File: src/rtl/sp_ram_arbiter.sv
// -----------------------------------------------------------------------------
// sp_ram_arbiter
// Two-requester round-robin arbiter in front of a single-port synchronous RAM
// running in bypass mode (read data appears one cycle after the RAM samples
// the read).
//
// Every access has a fixed latency of 2 cycles:
//   T   : grant.
//         The RAM controls are driven combinationally from the winner.
//   T+1 : stage 1 holds {valid, id, wr}.
//         ram_dout is valid for reads.
//   T+2 : the response register of the requester is valid.
//         It holds until that requester's rsp ready.
//
// A requester with an access in flight, or with an unconsumed response, is
// not eligible. Each response register can therefore only be written while it
// is empty.
//
// Ports
//   clk, resetn          : clock and synchronous active-low reset
//   reqN_*  (N = 0, 1)   : valid/ready request channel with wr, addr, wdata
//                          and wstrb
//   rspN_*  (N = 0, 1)   : valid/ready response channel with rdata and wr
//                          (rdata is 0 for write acks)
//   ram_*                : single-port RAM macro interface
// -----------------------------------------------------------------------------
module sp_ram_arbiter #(
    parameter int AW = 8,
    parameter int DW = 32
) (
    input  logic            clk,
    input  logic            resetn,

    input  logic            req0_valid,
    output logic            req0_ready,
    input  logic            req0_wr,
    input  logic [AW-1:0]   req0_addr,
    input  logic [DW-1:0]   req0_wdata,
    input  logic [DW/8-1:0] req0_wstrb,
    output logic            rsp0_valid,
    input  logic            rsp0_ready,
    output logic [DW-1:0]   rsp0_rdata,
    output logic            rsp0_wr,

    input  logic            req1_valid,
    output logic            req1_ready,
    input  logic            req1_wr,
    input  logic [AW-1:0]   req1_addr,
    input  logic [DW-1:0]   req1_wdata,
    input  logic [DW/8-1:0] req1_wstrb,
    output logic            rsp1_valid,
    input  logic            rsp1_ready,
    output logic [DW-1:0]   rsp1_rdata,
    output logic            rsp1_wr,

    output logic            ram_ce,
    output logic            ram_oce,
    output logic            ram_reset,
    output logic            ram_wre,
    output logic [AW-1:0]   ram_ad,
    output logic [DW-1:0]   ram_din,
    output logic [DW/8-1:0] ram_byte_en,
    input  logic [DW-1:0]   ram_dout
);

    localparam int BW = DW / 8;

    // Stage 1: the access whose read data is on ram_dout this cycle.
    logic            s1_valid_q, s1_valid_d;
    logic            s1_id_q,    s1_id_d;
    logic            s1_wr_q,    s1_wr_d;

    // Round-robin pointer.
    // It holds the id of the requester granted most recently.
    logic            last_q, last_d;

    // Response holding registers.
    logic            rsp0_valid_q, rsp0_valid_d;
    logic [DW-1:0]   rsp0_rdata_q, rsp0_rdata_d;
    logic            rsp0_wr_q,    rsp0_wr_d;
    logic            rsp1_valid_q, rsp1_valid_d;
    logic [DW-1:0]   rsp1_rdata_q, rsp1_rdata_d;
    logic            rsp1_wr_q,    rsp1_wr_d;

    logic            elig0_s, elig1_s;
    logic            ready0_s, ready1_s;
    logic            gnt0_s, gnt1_s, gnt_any_s;
    logic [DW-1:0]   cap_data_s;

    // Eligibility, ready generation and grant decode.
    always_comb begin
        elig0_s = resetn & ~rsp0_valid_q & ~(s1_valid_q & (s1_id_q == 1'b0));
        elig1_s = resetn & ~rsp1_valid_q & ~(s1_valid_q & (s1_id_q == 1'b1));
        // A requester loses only when the other one contends and was not
        // served most recently.
        // Both ready signals cannot be 1 while both requesters are valid.
        ready0_s  = elig0_s & ~(req1_valid & elig1_s & (last_q == 1'b0));
        ready1_s  = elig1_s & ~(req0_valid & elig0_s & (last_q == 1'b1));
        gnt0_s    = req0_valid & ready0_s;
        gnt1_s    = req1_valid & ready1_s;
        gnt_any_s = gnt0_s | gnt1_s;
    end

    // RAM command mux.
    // The bus is forced to all zeros when there is no grant.
    always_comb begin
        ram_ce      = 1'b0;
        ram_wre     = 1'b0;
        ram_ad      = '0;
        ram_din     = '0;
        ram_byte_en = '0;
        if (gnt0_s) begin
            ram_ce      = 1'b1;
            ram_wre     = req0_wr;
            ram_ad      = req0_addr;
            ram_din     = req0_wdata;
            ram_byte_en = req0_wr ? req0_wstrb : {BW{1'b1}};
        end else if (gnt1_s) begin
            ram_ce      = 1'b1;
            ram_wre     = req1_wr;
            ram_ad      = req1_addr;
            ram_din     = req1_wdata;
            ram_byte_en = req1_wr ? req1_wstrb : {BW{1'b1}};
        end else begin
            ram_ce      = 1'b0;
        end
    end

    // Next state for stage 1, the pointer and both response registers.
    always_comb begin
        s1_valid_d   = gnt_any_s;
        s1_id_d      = gnt1_s;
        s1_wr_d      = gnt1_s ? req1_wr : req0_wr;
        last_d       = gnt_any_s ? gnt1_s : last_q;
        cap_data_s   = s1_wr_q ? '0 : ram_dout;

        rsp0_valid_d = rsp0_valid_q;
        rsp0_rdata_d = rsp0_rdata_q;
        rsp0_wr_d    = rsp0_wr_q;
        rsp1_valid_d = rsp1_valid_q;
        rsp1_rdata_d = rsp1_rdata_q;
        rsp1_wr_d    = rsp1_wr_q;

        // Consume and capture never coincide for one requester.
        // A full response register blocks any new grant to that requester.
        if (rsp0_valid_q && rsp0_ready) begin
            rsp0_valid_d = 1'b0;
        end else if (s1_valid_q && (s1_id_q == 1'b0)) begin
            rsp0_valid_d = 1'b1;
            rsp0_rdata_d = cap_data_s;
            rsp0_wr_d    = s1_wr_q;
        end else begin
            rsp0_valid_d = rsp0_valid_q;
        end

        if (rsp1_valid_q && rsp1_ready) begin
            rsp1_valid_d = 1'b0;
        end else if (s1_valid_q && (s1_id_q == 1'b1)) begin
            rsp1_valid_d = 1'b1;
            rsp1_rdata_d = cap_data_s;
            rsp1_wr_d    = s1_wr_q;
        end else begin
            rsp1_valid_d = rsp1_valid_q;
        end
    end

    // State registers with synchronous active-low reset.
    // On reset, last_q is set to 1 so that requester 0 wins the first tie.
    always_ff @(posedge clk) begin
        if (!resetn) begin
            s1_valid_q   <= 1'b0;
            s1_id_q      <= 1'b0;
            s1_wr_q      <= 1'b0;
            last_q       <= 1'b1;
            rsp0_valid_q <= 1'b0;
            rsp0_rdata_q <= '0;
            rsp0_wr_q    <= 1'b0;
            rsp1_valid_q <= 1'b0;
            rsp1_rdata_q <= '0;
            rsp1_wr_q    <= 1'b0;
        end else begin
            s1_valid_q   <= s1_valid_d;
            s1_id_q      <= s1_id_d;
            s1_wr_q      <= s1_wr_d;
            last_q       <= last_d;
            rsp0_valid_q <= rsp0_valid_d;
            rsp0_rdata_q <= rsp0_rdata_d;
            rsp0_wr_q    <= rsp0_wr_d;
            rsp1_valid_q <= rsp1_valid_d;
            rsp1_rdata_q <= rsp1_rdata_d;
            rsp1_wr_q    <= rsp1_wr_d;
        end
    end

    assign req0_ready = ready0_s;
    assign req1_ready = ready1_s;
    assign rsp0_valid = rsp0_valid_q;
    assign rsp0_rdata = rsp0_rdata_q;
    assign rsp0_wr    = rsp0_wr_q;
    assign rsp1_valid = rsp1_valid_q;
    assign rsp1_rdata = rsp1_rdata_q;
    assign rsp1_wr    = rsp1_wr_q;
    assign ram_oce    = 1'b1;
    assign ram_reset  = ~resetn;

endmodule

File: config.mk
export PLATFORM = sky130hd
export DESIGN_NAME = sp_ram_arbiter
export DESIGN_NICKNAME = d
export VERILOG_FILES = /design/src/rtl/sp_ram_arbiter.sv
export SDC_FILE = /design/constraint.sdc
export NUM_CORES = 1
export LEC_CHECK = 0
export ABC_AREA = 0
export BUFFER_PORTS_ARGS = -buffer_cell sky130_fd_sc_hd__buf_2
export CELL_PAD_IN_SITES_DETAIL_PLACEMENT = 0
export CELL_PAD_IN_SITES_GLOBAL_PLACEMENT = 1
export CORE_ASPECT_RATIO = 1.25
export CORE_MARGIN = 3
export CORE_UTILIZATION = 29
export DETAILED_ROUTE_END_ITERATION = 8
export PLACE_DENSITY = 0.94
export SLEW_MARGIN = 20
export SYNTH_ARGS = -nofsm -noshare
export SYNTH_HDL_FRONTEND = slang
export SYNTH_SLANG_ARGS = --single-unit
export TNS_END_PERCENT = 100
File: constraint.sdc
create_clock -name clk -period 3.1 [get_ports clk]
set_input_delay 0.31 -clock clk [delete_from_list [all_inputs] [get_ports clk]]
set_output_delay 0.31 -clock clk [all_outputs]
set_load 0.02 [all_outputs]
==> impl_metrics.json <==
{
  "outcome": "completed",
  "start_util_pct": 30.4,
  "die-width_um": 101,
  "finalSetupTns_ns": 0,
  "p_total_mw": 2.60,
  "slew_headroom_pct": 57.4,
  "cts_buffer_depth": 2,
  "crit_path_start_kind": "flip-flop",
  "syn_area_um2": 3300,
  "cts_buffers": 9,
  "drt_iter0_markers": 203,
  "power_density_nw_per_um2": 533,
  "layout_common_cells": "buf_2 (244), nand2_1 (135), dfxtp_1 (72)",
  "worst_pin_slew_ns": 0.638,
  "avgSynthCellArea_um2": 7.96,
  "rsz0062_at_grt": "no",
  "clock_skew_ns": 0.00217,
  "min_to": "s1_wr_q$_SDFF_PN0_",
  "critPathMaxFanout": 45,
  "ys_types": 27,
  "slew_viol_final": 0,
  "hp-start": "req1_wr",
  "die-height_um": 125,
  "finalSetupViolCount": 0,
  "crit-reg2reg-launch": "s1_id_q$_SDFF_PN0_",
  "cts_tree": "yes",
  "grt_first_pass_wirelength_um": 19900,
  "insertion_delay_ns": 0.32,
  "end_kind": "primary output",
  "totalWireLength_um": 14000,
  "layout_commonest_cell": "buf_2",
  "ys_ff_latch": 72,
  "postRouteAntennaNets": 0,
  "grt_max_degree": 47,
  "fin_ws_ns": 0.722,
  "cts_resized": 0,
  "r2r_slack_ns": 1.46,
  "clk_pin_slew_ns": 0.05,
  "gp_congestion": 0.814,
  "syn-num-nets": 543,
  "postSynthCellCount": 415,
  "drive_gt1_share_pct": 42.5,
  "antenna_found_initial": 7,
  "critPathKind": "reg2out",
  "vdd_drop_max_uv": 342,
  "core_um2": 10900,
  "cp.required_ns": 2.79,
  "min_period_over_period_pct": 76.7,
  "nNetsFinal": 773,
  "hold_depth": 3,
  "synth.yosys.seq_area_share_pct": 43.6,
  "placement_rows": 42,
  "reg2reg_to": "s1_wr_q$_SDFF_PN0_",
  "hold_viol": 0,
  "cp_cell_sequence": "nand2b_4 -> and4b_1 -> o21a_1 -> buf_4 -> a22o_1 -> buf_2",
  "hp-class": "in2reg",
  "reg2reg_depth": 5,
  "ios": 246,
  "fmax_ghz": 0.420,
  "first_global_vias": 3695,
  "slowest_delay_ns": 0.38,
  "max-cap-violations": 0,
  "fin_crit_ns": 2.38,
  "dp_hpwl_um": 11000,
  "hold_buffers": 0,
  "vias_per_cell": 4.92,
  "htreeDepth": 3,
  "dp_worst_setup_slack_ns": 1.05,
  "dr_total_vias": 3874,
  "cts.sinks": 72,
  "firstDrtPassIters": 4,
  "wl_per_cell_um": 17.8,
  "critPathArrivalTime_ns": 2.07,
  "track_usage_pct": 20.7,
  "crit_slowest_cell": "buf_4",
  "p_leak_nw": 2.40,
  "syn2layout_area_growth_pct": 47.7,
  "drc_errors": 0,
  "port_buffers": 244,
  "fill_cells": 1150,
  "overflow": 0,
  "yosysWarnings": 0,
  "post_cts_buffers": 0,
  "root_buffer": "clkbuf_16",
  "dieArea_um2": 12700
}
registers in the layout, summed over array words and instances (netlist names):
| register | flops |
|---|---|
| last_q | 1 |
| rsp0_rdata | 32 |
| rsp0_valid | 1 |
| rsp0_wr | 1 |
| rsp1_rdata | 32 |
| rsp1_valid | 1 |
| rsp1_wr | 1 |
| s1_id_q | 1 |
| s1_valid_q | 1 |
| s1_wr_q | 1 |
logic make-up after synthesis:
logic type / Yosys count / synth area share (%)
flops: 72 / 43.6
buf+inv: 35 / 6.21
mux: 3 / 0.984
other cells: 1 / 0.113
compound gates: 119 / 23.7
simple gates: 185 / 25.4
synth_stat cells:
cell type	number	area, µm²
a211o_1	1	8.76
a21o_1	2	15.0
a21oi_1	68	340
a21oi_2	2	17.5
a22o_1	45	394
and4b_1	1	10.0
buf_2	5	25.0
buf_4	2	15.0
buf_6	8	90.1
clkbuf_1	18	67.6
conb_1	1	3.75
dfxtp_1	72	1440
inv_1	1	3.75
inv_2	1	3.75
mux2_2	2	22.5
mux2i_1	1	10.0
nand2_1	135	507
nand2_2	1	6.26
nand2b_1	8	50.1
nand2b_4	1	13.8
nand3b_1	1	7.51
nand4b_1	1	8.76
nand4b_2	1	15.0
nor2_1	3	11.3
nor2b_1	32	200
nor4b_1	1	8.76
o21a_1	1	7.51
report_power, final:
group | total [mW] | leakage (nW) | internal, mW | switching [mW]
clock network | 1.02 | 0.148 | 0.652 | 0.369
logic | 0.583 | 1.67 | 0.220 | 0.363
registers | 0.997 | 0.585 | 0.971 | 0.0267
total | 2.60 | 2.40 | 1.84 | 0.758
worst max path at each step:
| stage | startpoint | end | slack (ns) | cells past startpoint |
|---|---|---|---|---|
| finish | s1_id_q$_SDFF_PN0_ | ram_byte_en[2] | 0.72 | 6 |
| global route | s1_id_q$_SDFF_PN0_ | ram_ad[6] | 0.63 | 6 |
| CTS | s1_id_q$_SDFF_PN0_ | ram_byte_en[2] | 0.69 | 6 |
| detailed placement | s1_id_q$_SDFF_PN0_ | ram_byte_en[2] | 1.05 | 6 |
| global placement | s1_id_q$_SDFF_PN0_ | ram_byte_en[2] | 1.14 | 6 |
| floorplan | rsp1_valid$_SDFFE_PP0P_ | req0_ready | 1.23 | 3 |
layout make-up:
type,instances,area (µm²),share of cell area [%]
clock buffers,15,298,6.10
flip-flops and latches,72,1440,29.5
multi-input cells,308,1670,34.2
diodes,5,12.5,0.256
inverters,2,7.51,0.154
repair buffers,252,1280,26.2
well taps,132,165,3.38
clock inverters,1,7.51,0.154
stage by stage:
stage / hold WS [ns] / utilization (%) / instances / area (µm²)
3_5_place_dp: 0.443 / 42.0 / 766 / 4560
6_report: 0.284 / 44.9 / 787 / 4880
2_1_floorplan: 0.446 / - / 415 / 3300
3_3_place_gp: 0.439 / 42.0 / 766 / 4560
4_1_cts: 0.271 / 44.8 / 782 / 4870
5_1_grt: 0.292 / 44.9 / 787 / 4880
critical path, delay by kind of cell, from the launching register on:
kind,cells,cell delay (ns)
AOI/OAI and AO/OA,2,0.38
and+or+nand+nor,2,0.46
buffers and inverters,2,0.54
DFF,1,0.34
routing by layer:
| layer | GRT usage, % | part of all wire, % | wire [µm] | up-vias |
|---|---|---|---|---|
| met5 | 0 | 0 | 0 | - |
| met4 | 12.3 | 4.3 | 605 | 0 |
| met3 | 4.85 | 7.5 | 1050 | 36 |
| met2 | 40.1 | 55 | 7720 | 177 |
| met1 | 18.5 | 33 | 4640 | 1795 |
| li1 | - | - | - | 1866 |
Power figures use the tool's default switching activity.
